$ cat src/rtl/mul_fu_pkg.sv
// rtl/mul_fu_pkg.sv - shared RV32M multiply op encodings, FU index and latency
package mul_fu_pkg;

  typedef enum logic [1:0] {
    MUL_OP_MUL    = 2'b00,
    MUL_OP_MULH   = 2'b01,
    MUL_OP_MULHSU = 2'b10,
    MUL_OP_MULHU  = 2'b11
  } mul_op_e;

  localparam int FU_MUL      = 3;
  localparam int MUL_LATENCY = 7;

  function automatic logic rs1_signed(input logic [1:0] op);
    return (op == MUL_OP_MULH) || (op == MUL_OP_MULHSU);
  endfunction

  function automatic logic rs2_signed(input logic [1:0] op);
    return op == MUL_OP_MULH;
  endfunction

endpackage

$ cat src/rtl/mul_fu_if.sv
// rtl/mul_fu_if.sv - issue/result bundle between the issue stage and the multiply unit
interface mul_fu_if #(
  parameter int WIDTH = 32
);
  logic             en;
  logic [1:0]       op;
  logic [WIDTH-1:0] rs1_data;
  logic [WIDTH-1:0] rs2_data;
  logic [WIDTH-1:0] res;
  logic             res_valid;
  logic             busy;

  modport master (
    output en, op, rs1_data, rs2_data,
    input  res, res_valid, busy
  );

  modport slave (
    input  en, op, rs1_data, rs2_data,
    output res, res_valid, busy
  );
endinterface

$ cat src/rtl/mul_acc_stage.sv
// rtl/mul_acc_stage.sv - one accumulate stage: adds G partial products into the running sum
module mul_acc_stage #(
  parameter int WIDTH = 32,
  parameter int IDX   = 0,
  parameter int G     = 7
) (
  input  logic                 clk,
  input  logic                 rst,
  input  logic                 valid_i,
  input  logic [1:0]           op_i,
  input  logic [WIDTH:0]       mcand_i,
  input  logic [WIDTH:0]       mplier_i,
  input  logic [2*WIDTH-1:0]   acc_i,
  output logic                 valid_o,
  output logic [1:0]           op_o,
  output logic [WIDTH:0]       mcand_o,
  output logic [WIDTH:0]       mplier_o,
  output logic [2*WIDTH-1:0]   acc_o
);

  logic [2*WIDTH-1:0] mcand_ext;
  logic [2*WIDTH-1:0] psum [0:G];

  assign mcand_ext = {{(WIDTH-1){mcand_i[WIDTH]}}, mcand_i};
  assign psum[0]   = acc_i;

  // Multiplier bit WIDTH carries negative weight; bits beyond it contribute nothing.
  for (genvar i = 0; i < G; i++) begin : g_pp
    localparam int B = IDX * G + i;
    if (B < WIDTH) begin : g_add
      assign psum[i+1] = mplier_i[B] ? psum[i] + (mcand_ext << B) : psum[i];
    end else if (B == WIDTH) begin : g_sub
      assign psum[i+1] = mplier_i[B] ? psum[i] - (mcand_ext << B) : psum[i];
    end else begin : g_zero
      assign psum[i+1] = psum[i];
    end
  end

  always_ff @(posedge clk or posedge rst) begin
    if (rst) begin
      valid_o  <= 1'b0;
      op_o     <= '0;
      mcand_o  <= '0;
      mplier_o <= '0;
      acc_o    <= '0;
    end else begin
      valid_o  <= valid_i;
      op_o     <= op_i;
      mcand_o  <= mcand_i;
      mplier_o <= mplier_i;
      acc_o    <= psum[G];
    end
  end

endmodule

$ cat src/rtl/mul_fu.sv
// rtl/mul_fu.sv - pipelined RV32M multiply unit (MUL/MULH/MULHSU/MULHU)
module mul_fu
  import mul_fu_pkg::*;
#(
  parameter int WIDTH   = 32,
  parameter int LATENCY = MUL_LATENCY
) (
  input  logic     clk,
  input  logic     rst,
  mul_fu_if.slave  bus
);

  localparam int N  = LATENCY - 2;
  localparam int G  = (WIDTH + N) / N;
  localparam int AW = 2 * WIDTH;

  logic           v1_q;
  logic [1:0]     op1_q;
  logic [WIDTH:0] a1_q, b1_q;

  always_ff @(posedge clk or posedge rst) begin
    if (rst) begin
      v1_q  <= 1'b0;
      op1_q <= '0;
      a1_q  <= '0;
      b1_q  <= '0;
    end else begin
      v1_q <= bus.en;
      if (bus.en) begin
        op1_q <= bus.op;
        a1_q  <= {rs1_signed(bus.op) & bus.rs1_data[WIDTH-1], bus.rs1_data};
        b1_q  <= {rs2_signed(bus.op) & bus.rs2_data[WIDTH-1], bus.rs2_data};
      end
    end
  end

  logic [N:0]                valid_s;
  logic [N:0][1:0]           op_s;
  logic [N:0][WIDTH:0]       mcand_s, mplier_s;
  logic [N:0][AW-1:0]        acc_s;

  assign valid_s[0]  = v1_q;
  assign op_s[0]     = op1_q;
  assign mcand_s[0]  = a1_q;
  assign mplier_s[0] = b1_q;
  assign acc_s[0]    = '0;

  for (genvar k = 0; k < N; k++) begin : g_stage
    mul_acc_stage #(.WIDTH(WIDTH), .IDX(k), .G(G)) u_stage (
      .clk      (clk),
      .rst      (rst),
      .valid_i  (valid_s[k]),
      .op_i     (op_s[k]),
      .mcand_i  (mcand_s[k]),
      .mplier_i (mplier_s[k]),
      .acc_i    (acc_s[k]),
      .valid_o  (valid_s[k+1]),
      .op_o     (op_s[k+1]),
      .mcand_o  (mcand_s[k+1]),
      .mplier_o (mplier_s[k+1]),
      .acc_o    (acc_s[k+1])
    );
  end

  // Half-select is registered ahead of res so the result lands exactly LATENCY edges after issue.
  logic             sel_v_q, res_valid_q;
  logic [WIDTH-1:0] sel_q, res_q;

  always_ff @(posedge clk or posedge rst) begin
    if (rst) begin
      sel_v_q     <= 1'b0;
      sel_q       <= '0;
      res_valid_q <= 1'b0;
      res_q       <= '0;
    end else begin
      sel_v_q     <= valid_s[N];
      res_valid_q <= sel_v_q;
      if (valid_s[N]) begin
        sel_q <= (op_s[N] == MUL_OP_MUL) ? acc_s[N][WIDTH-1:0] : acc_s[N][AW-1:WIDTH];
      end
      if (sel_v_q) begin
        res_q <= sel_q;
      end
    end
  end

  assign bus.res       = res_q;
  assign bus.res_valid = res_valid_q;
  assign bus.busy      = (|valid_s) | sel_v_q;

  logic unused_tail;
  assign unused_tail = ^{mcand_s[N], mplier_s[N]};

endmodule

$ cat src/flat_wrapper.sv
// flat-port wrapper written by rule: the top's interface ports become plain ports
module mul_fu_flat import mul_fu_pkg::*;
#(
  parameter int WIDTH   = 32,
  parameter int LATENCY = MUL_LATENCY
)
  (clk, rst, bus_en, bus_op, bus_rs1_data, bus_rs2_data, bus_res, bus_res_valid, bus_busy);
  mul_fu_if #(.WIDTH(WIDTH)) bus_i ();
  input  logic clk;
  input  logic rst;
  input wire logic [$bits(bus_i.en)-1:0] bus_en;
  input wire logic [$bits(bus_i.op)-1:0] bus_op;
  input wire logic [$bits(bus_i.rs1_data)-1:0] bus_rs1_data;
  input wire logic [$bits(bus_i.rs2_data)-1:0] bus_rs2_data;
  output wire logic [$bits(bus_i.res)-1:0] bus_res;
  output wire logic [$bits(bus_i.res_valid)-1:0] bus_res_valid;
  output wire logic [$bits(bus_i.busy)-1:0] bus_busy;
  assign bus_i.en = bus_en;
  assign bus_i.op = bus_op;
  assign bus_i.rs1_data = bus_rs1_data;
  assign bus_i.rs2_data = bus_rs2_data;
  assign bus_res = bus_i.res;
  assign bus_res_valid = bus_i.res_valid;
  assign bus_busy = bus_i.busy;
  mul_fu #(.WIDTH(WIDTH), .LATENCY(LATENCY)) u_core (.clk(clk), .rst(rst), .bus(bus_i));
endmodule
$ cat config.mk
export PLATFORM = sky130hd
export DESIGN_NAME = mul_fu_flat
export DESIGN_NICKNAME = d
export VERILOG_FILES = /design/src/rtl/mul_fu_pkg.sv /design/src/rtl/mul_fu_if.sv /design/src/rtl/mul_acc_stage.sv /design/src/rtl/mul_fu.sv /design/src/flat_wrapper.sv
export SDC_FILE = /design/constraint.sdc
export NUM_CORES = 2
export LEC_CHECK = 0
export CAP_MARGIN = 20
export CORE_MARGIN = 4
export CORE_UTILIZATION = 59
export DETAILED_ROUTE_END_ITERATION = 8
export MAX_ROUTING_LAYER = met4
export PLACE_DENSITY = 0.74
export SLEW_MARGIN = 10
export SYNTH_ARGS = -nofsm -noshare
export SYNTH_HDL_FRONTEND = slang
export SYNTH_SLANG_ARGS = --single-unit
$ cat constraint.sdc
create_clock -name clk -period 27.7 [get_ports clk]
set_clock_uncertainty 0.15 [all_clocks]
set_input_delay 2.77 -clock clk [delete_from_list [all_inputs] [get_ports clk]]
set_output_delay 2.77 -clock clk [all_outputs]
set_load 0.1 [all_outputs]
==> summary.md <==
| Metric | Value |
|---|---|
| Status | finished clean |
| Tmin final | between 15 and 20 ns |
| Seq/Total Area, Yosys | 0.145 |
| Cells after DPL | 17100 |
| Final setup viols | 0 |
| Slew Limit Fails | 0 |
| Fin cells | 17300 |
| Vias per cell | 6.45 |
| Ys Warns | 0 |
| Total gr overflow | 0 |
| Required time worst endpoint | between 20 and 30 ns |
| HPWL after DPL | 274000 um |
| Worst slew pin tran | between 1 and 1.5 ns |
| DRT antenna net count | 0 |
| Largest family of logic cells by synthesized area | compound AO/OA/AOI/OAI gates |
| Largest net degree at the start of global routing | 85 |
| Hold_sp | u_core.g_stage[3].u_stage.acc_o[19] |
| Number of H-tree levels | 3 |
| Synth Area in XOR/XNOR | 0.0906 |
| Crit-path max FO | 10 |
| First DRT Iteration DRCs | 8880 |
| Top post-synthesis cells by area | ha_1 16%, dfrtp_1 14%, a21oi_1 6.9% |
| Vias in the first global route | 103000 |
| WP data arrival | 17.83 ns |
| Most used cell, CP | a21oi_1 |
| First-pass GRT wire length | 548000 um |
| Post-synthesis mux area share | 0.0786 |
| Synth Area in Simple Gates | 0.168 |
| Num rows | 161 |
| Ports | 103 |
| Crit Path Class | flip-flop to flip-flop |
| Reg-to-Reg Start | u_core.g_stage[0].u_stage.mcand_o[1] |
| R2r setup slk | around 10 ns |
| WL final | around 340000 um |
| CTS resizes | 0 |
| Top FF cell, synth | dfrtp_1 |
| Port Buffers | just over 100 |
| Initial antenna violation count | 7 |
| Yosys top cell by area | ha_1 |
| Crit end category | flip-flop |
| Synthesized Nets | 16500 |
| Post-CTS Hold Fix Bufs | 0 |
| Die Ht | 449 um |
| FF+latch count, synth | 664 |
| Slew margin rel. | 0.291 |
| Initial Utilization | 0.594 |
| Hold-critical path depth | 0 |
| Clock transition at path regs | 0.06 ns |
| Die W | 449 um |
| Post-synth EDFFs | 0 |
| CTS tree | done |
| # fillers | 17700 |
| Cell Area, Synth | about 0.11 sq mm |
| Core area | 0.193 sq mm |
| Syn avg cell area | about 7.7 sq um |
| Period Utilization, post-route | 0.627 |
| Worst reg2reg path depth | 68 |
| Area of the multi-input gates | about 0.093 sq mm |
| Initial DRT Pass Iterations | 7 |
| RR Endpoint | u_core.g_stage[1].u_stage.acc_o[63] |
| Final Hold Vio Count | 0 |
| Fin nets | ~16000 |
| Hold Crit Class | flip-flop to flip-flop |
| Synth Area in Compound Gates | 0.311 |
| Final GP Congestion | 1.00 |
| TritonCTS Buffers | 77 |
| Post-synth top area share | 0.162 |
| Number of max-cap violations | 0 |
| Hold Path Sink | u_core.g_stage[4].u_stage.acc_o[19] |
| Die Footprint | 0.201 sq mm |
| Distinct cells, synth | 110 |
| DR WL/cell | 20.0 um |
| Clock sink count | 664 |
| Layout cell share with drive strength beyond 1 | 0.0754 |
| RSZ-0062 raised after global routing | no |
| Worst Setup Start Kind | flip-flop |
| Mapped Cells | 14900 |
| Clock Path Buffers | 3 |
| Async S/R FF share, synth | 1.00 |
| Setup tns final | 0 ns |
| Sequential cell area | 0.0167 sq mm |
| Fmax | 57.6 MHz |
| Clk root buf | clkbuf_16 |
| Max stage delay on crit path | 0.82 ns |
| Worst-Skew Late Latency | 0.76 ns |
| Drt drc | 0 |
| Area delta synth->final | 4.98% |
| Via count | 111000 |
| Post-synthesis adder-cell area fraction | 0.167 |
| Slowest library cell on the worst path | o31ai_1 |
| GRT Total Usage | 0.335 |
| Post CTS Setup Buffer Count | 0 |
-- stage by stage --
stage | hold WS [ns] | cell area, sq um | setup WS (ns) | utilization
2_1_floorplan | 0.181 | 115000 | 6.17 | -
3_3_place_gp | 0.181 | 117000 | 11.17 | 0.609
3_5_place_dp | 0.185 | 117000 | 10.87 | 0.609
4_1_cts | 0.147 | 120000 | 10.73 | 0.624
5_1_grt | 0.166 | 120000 | 8.89 | 0.624
6_report | 0.154 | 120000 | 10.33 | 0.624
-- worst max path at each step --
stage	cells past startpoint	slack, ns	to	startpoint
after floorplan	1	6.17	u_core.a1_q[0]	rst
after global placement	72	11.17	u_core.g_stage[1].u_stage.acc_o[63]	u_core.g_stage[0].u_stage.mcand_o[1]
after detailed placement	73	10.87	u_core.g_stage[1].u_stage.acc_o[63]	u_core.g_stage[0].u_stage.mcand_o[1]
after CTS	73	10.73	u_core.g_stage[1].u_stage.acc_o[63]	u_core.g_stage[0].u_stage.mcand_o[1]
after global routing	71	8.89	u_core.g_stage[1].u_stage.acc_o[63]	u_core.g_stage[0].u_stage.mcand_o[1]
final	68	10.33	u_core.g_stage[1].u_stage.acc_o[63]	u_core.g_stage[0].u_stage.mcand_o[1]
-- registers in the layout (all words and copies together) (netlist names) --
register / cells
u_core.a1_q: 33
u_core.b1_q: 33
u_core.bus.res: 32
u_core.bus.res_valid: 1
u_core.g_stage.u_stage.acc_o: 320
u_core.g_stage.u_stage.mcand_o: 132
u_core.g_stage.u_stage.mplier_o: 62
u_core.g_stage.u_stage.op_o: 10
u_core.g_stage.u_stage.valid_o: 5
u_core.op1_q: 2
u_core.sel_q: 32
u_core.sel_v_q: 1
u_core.v1_q: 1
-- layout by cell type, fill, tap and decap left out, types with 43 or more instances in the layout --
master and count:
a211o_1 76, a211oi_1 194, a21boi_0 62, a21o_1 856
a21oi_1 1575, a221o_1 46, a221oi_1 52, a31o_2 53
a31oi_1 227, and2_1 99, and3_1 156, buf_4 89
clkbuf_16 77, clkdlybuf4s50_1 101, dfrtp_1 635, ha_1 1482
inv_1 641, mux2_2 661, mux2i_1 156, nand2_1 1308
nand2b_1 159, nand3_1 290, nand4_1 220, nor2_1 1088
nor2b_1 170, nor3_1 226, o2111ai_1 43, o211ai_1 123
o21a_1 272, o21ai_0 942, o21bai_1 258, o31a_1 45
o31ai_1 135, or2_2 66, or3_1 91, xnor2_1 739
xor2_1 434
-- metal layers --
metal / global-route usage / vias to the layer above / routed length [um]
li1: - / 55200 / -
met1: 0.429 / 52300 / 152000
met2: 0.555 / 3176 / 161000
met3: 0.0328 / 638 / 19000
met4: 0.108 / 0 / 11900
met5: - / - / 0
-- Yosys cell counts, types with 135 or more instances --
library cell,n
nor2b_1,170
nand4_1,220
ha_1,1482
o21ai_0,942
nand2_1,1308
nand3_1,290
dfrtp_1,664
o31ai_1,135
a21o_1,856
clkbuf_1,467
mux2_2,661
nor2_1,1089
xnor2_1,739
o21bai_1,258
nand2b_1,159
xor2_1,434
a211oi_1,194
a21oi_1,1575
o21a_1,272
and3_1,156
mux2i_1,156
inv_1,642
nor3_1,226
a31oi_1,227
-- kinds of logic (layout without fill, tap and decap cells) --
group	after synthesis	after routing
DFF	664	664
adders and majority gates	1514	1514
xor gates and xnor gates	1178	1178
other	0	5
muxes	817	817
AOI/OAI and AO/OA	5471	5471
and+or+nand+nor	4085	4085
buffers and inverters	1200	992
-- cell type report --
type                       count  area share
timing repair buffer         192      0.0142
inverter                     658      0.0206
clock buffer                  99      0.0177
clock inverter                43     0.00594
antenna                        5    0.000104
tap                         2526      0.0263
sequential                   664       0.138
multi-input combinational  13100       0.777
-- worst max-delay path, delay by kind of cell (launching register included) --
kind                     cells  cell delay, ns
AO/OA/AOI/OAI               34            9.86
AND/OR/NAND/NOR             19            2.85
adder cells (fa/ha/maj)      7            2.54
XOR/XNOR                     6            1.01
flip-flops                   1            0.61
buffers and inverters        2            0.21
Power is left out: the tool's default activity adds up to more than one toggle a clock period on the data nets, which glitch-free logic cannot reach.
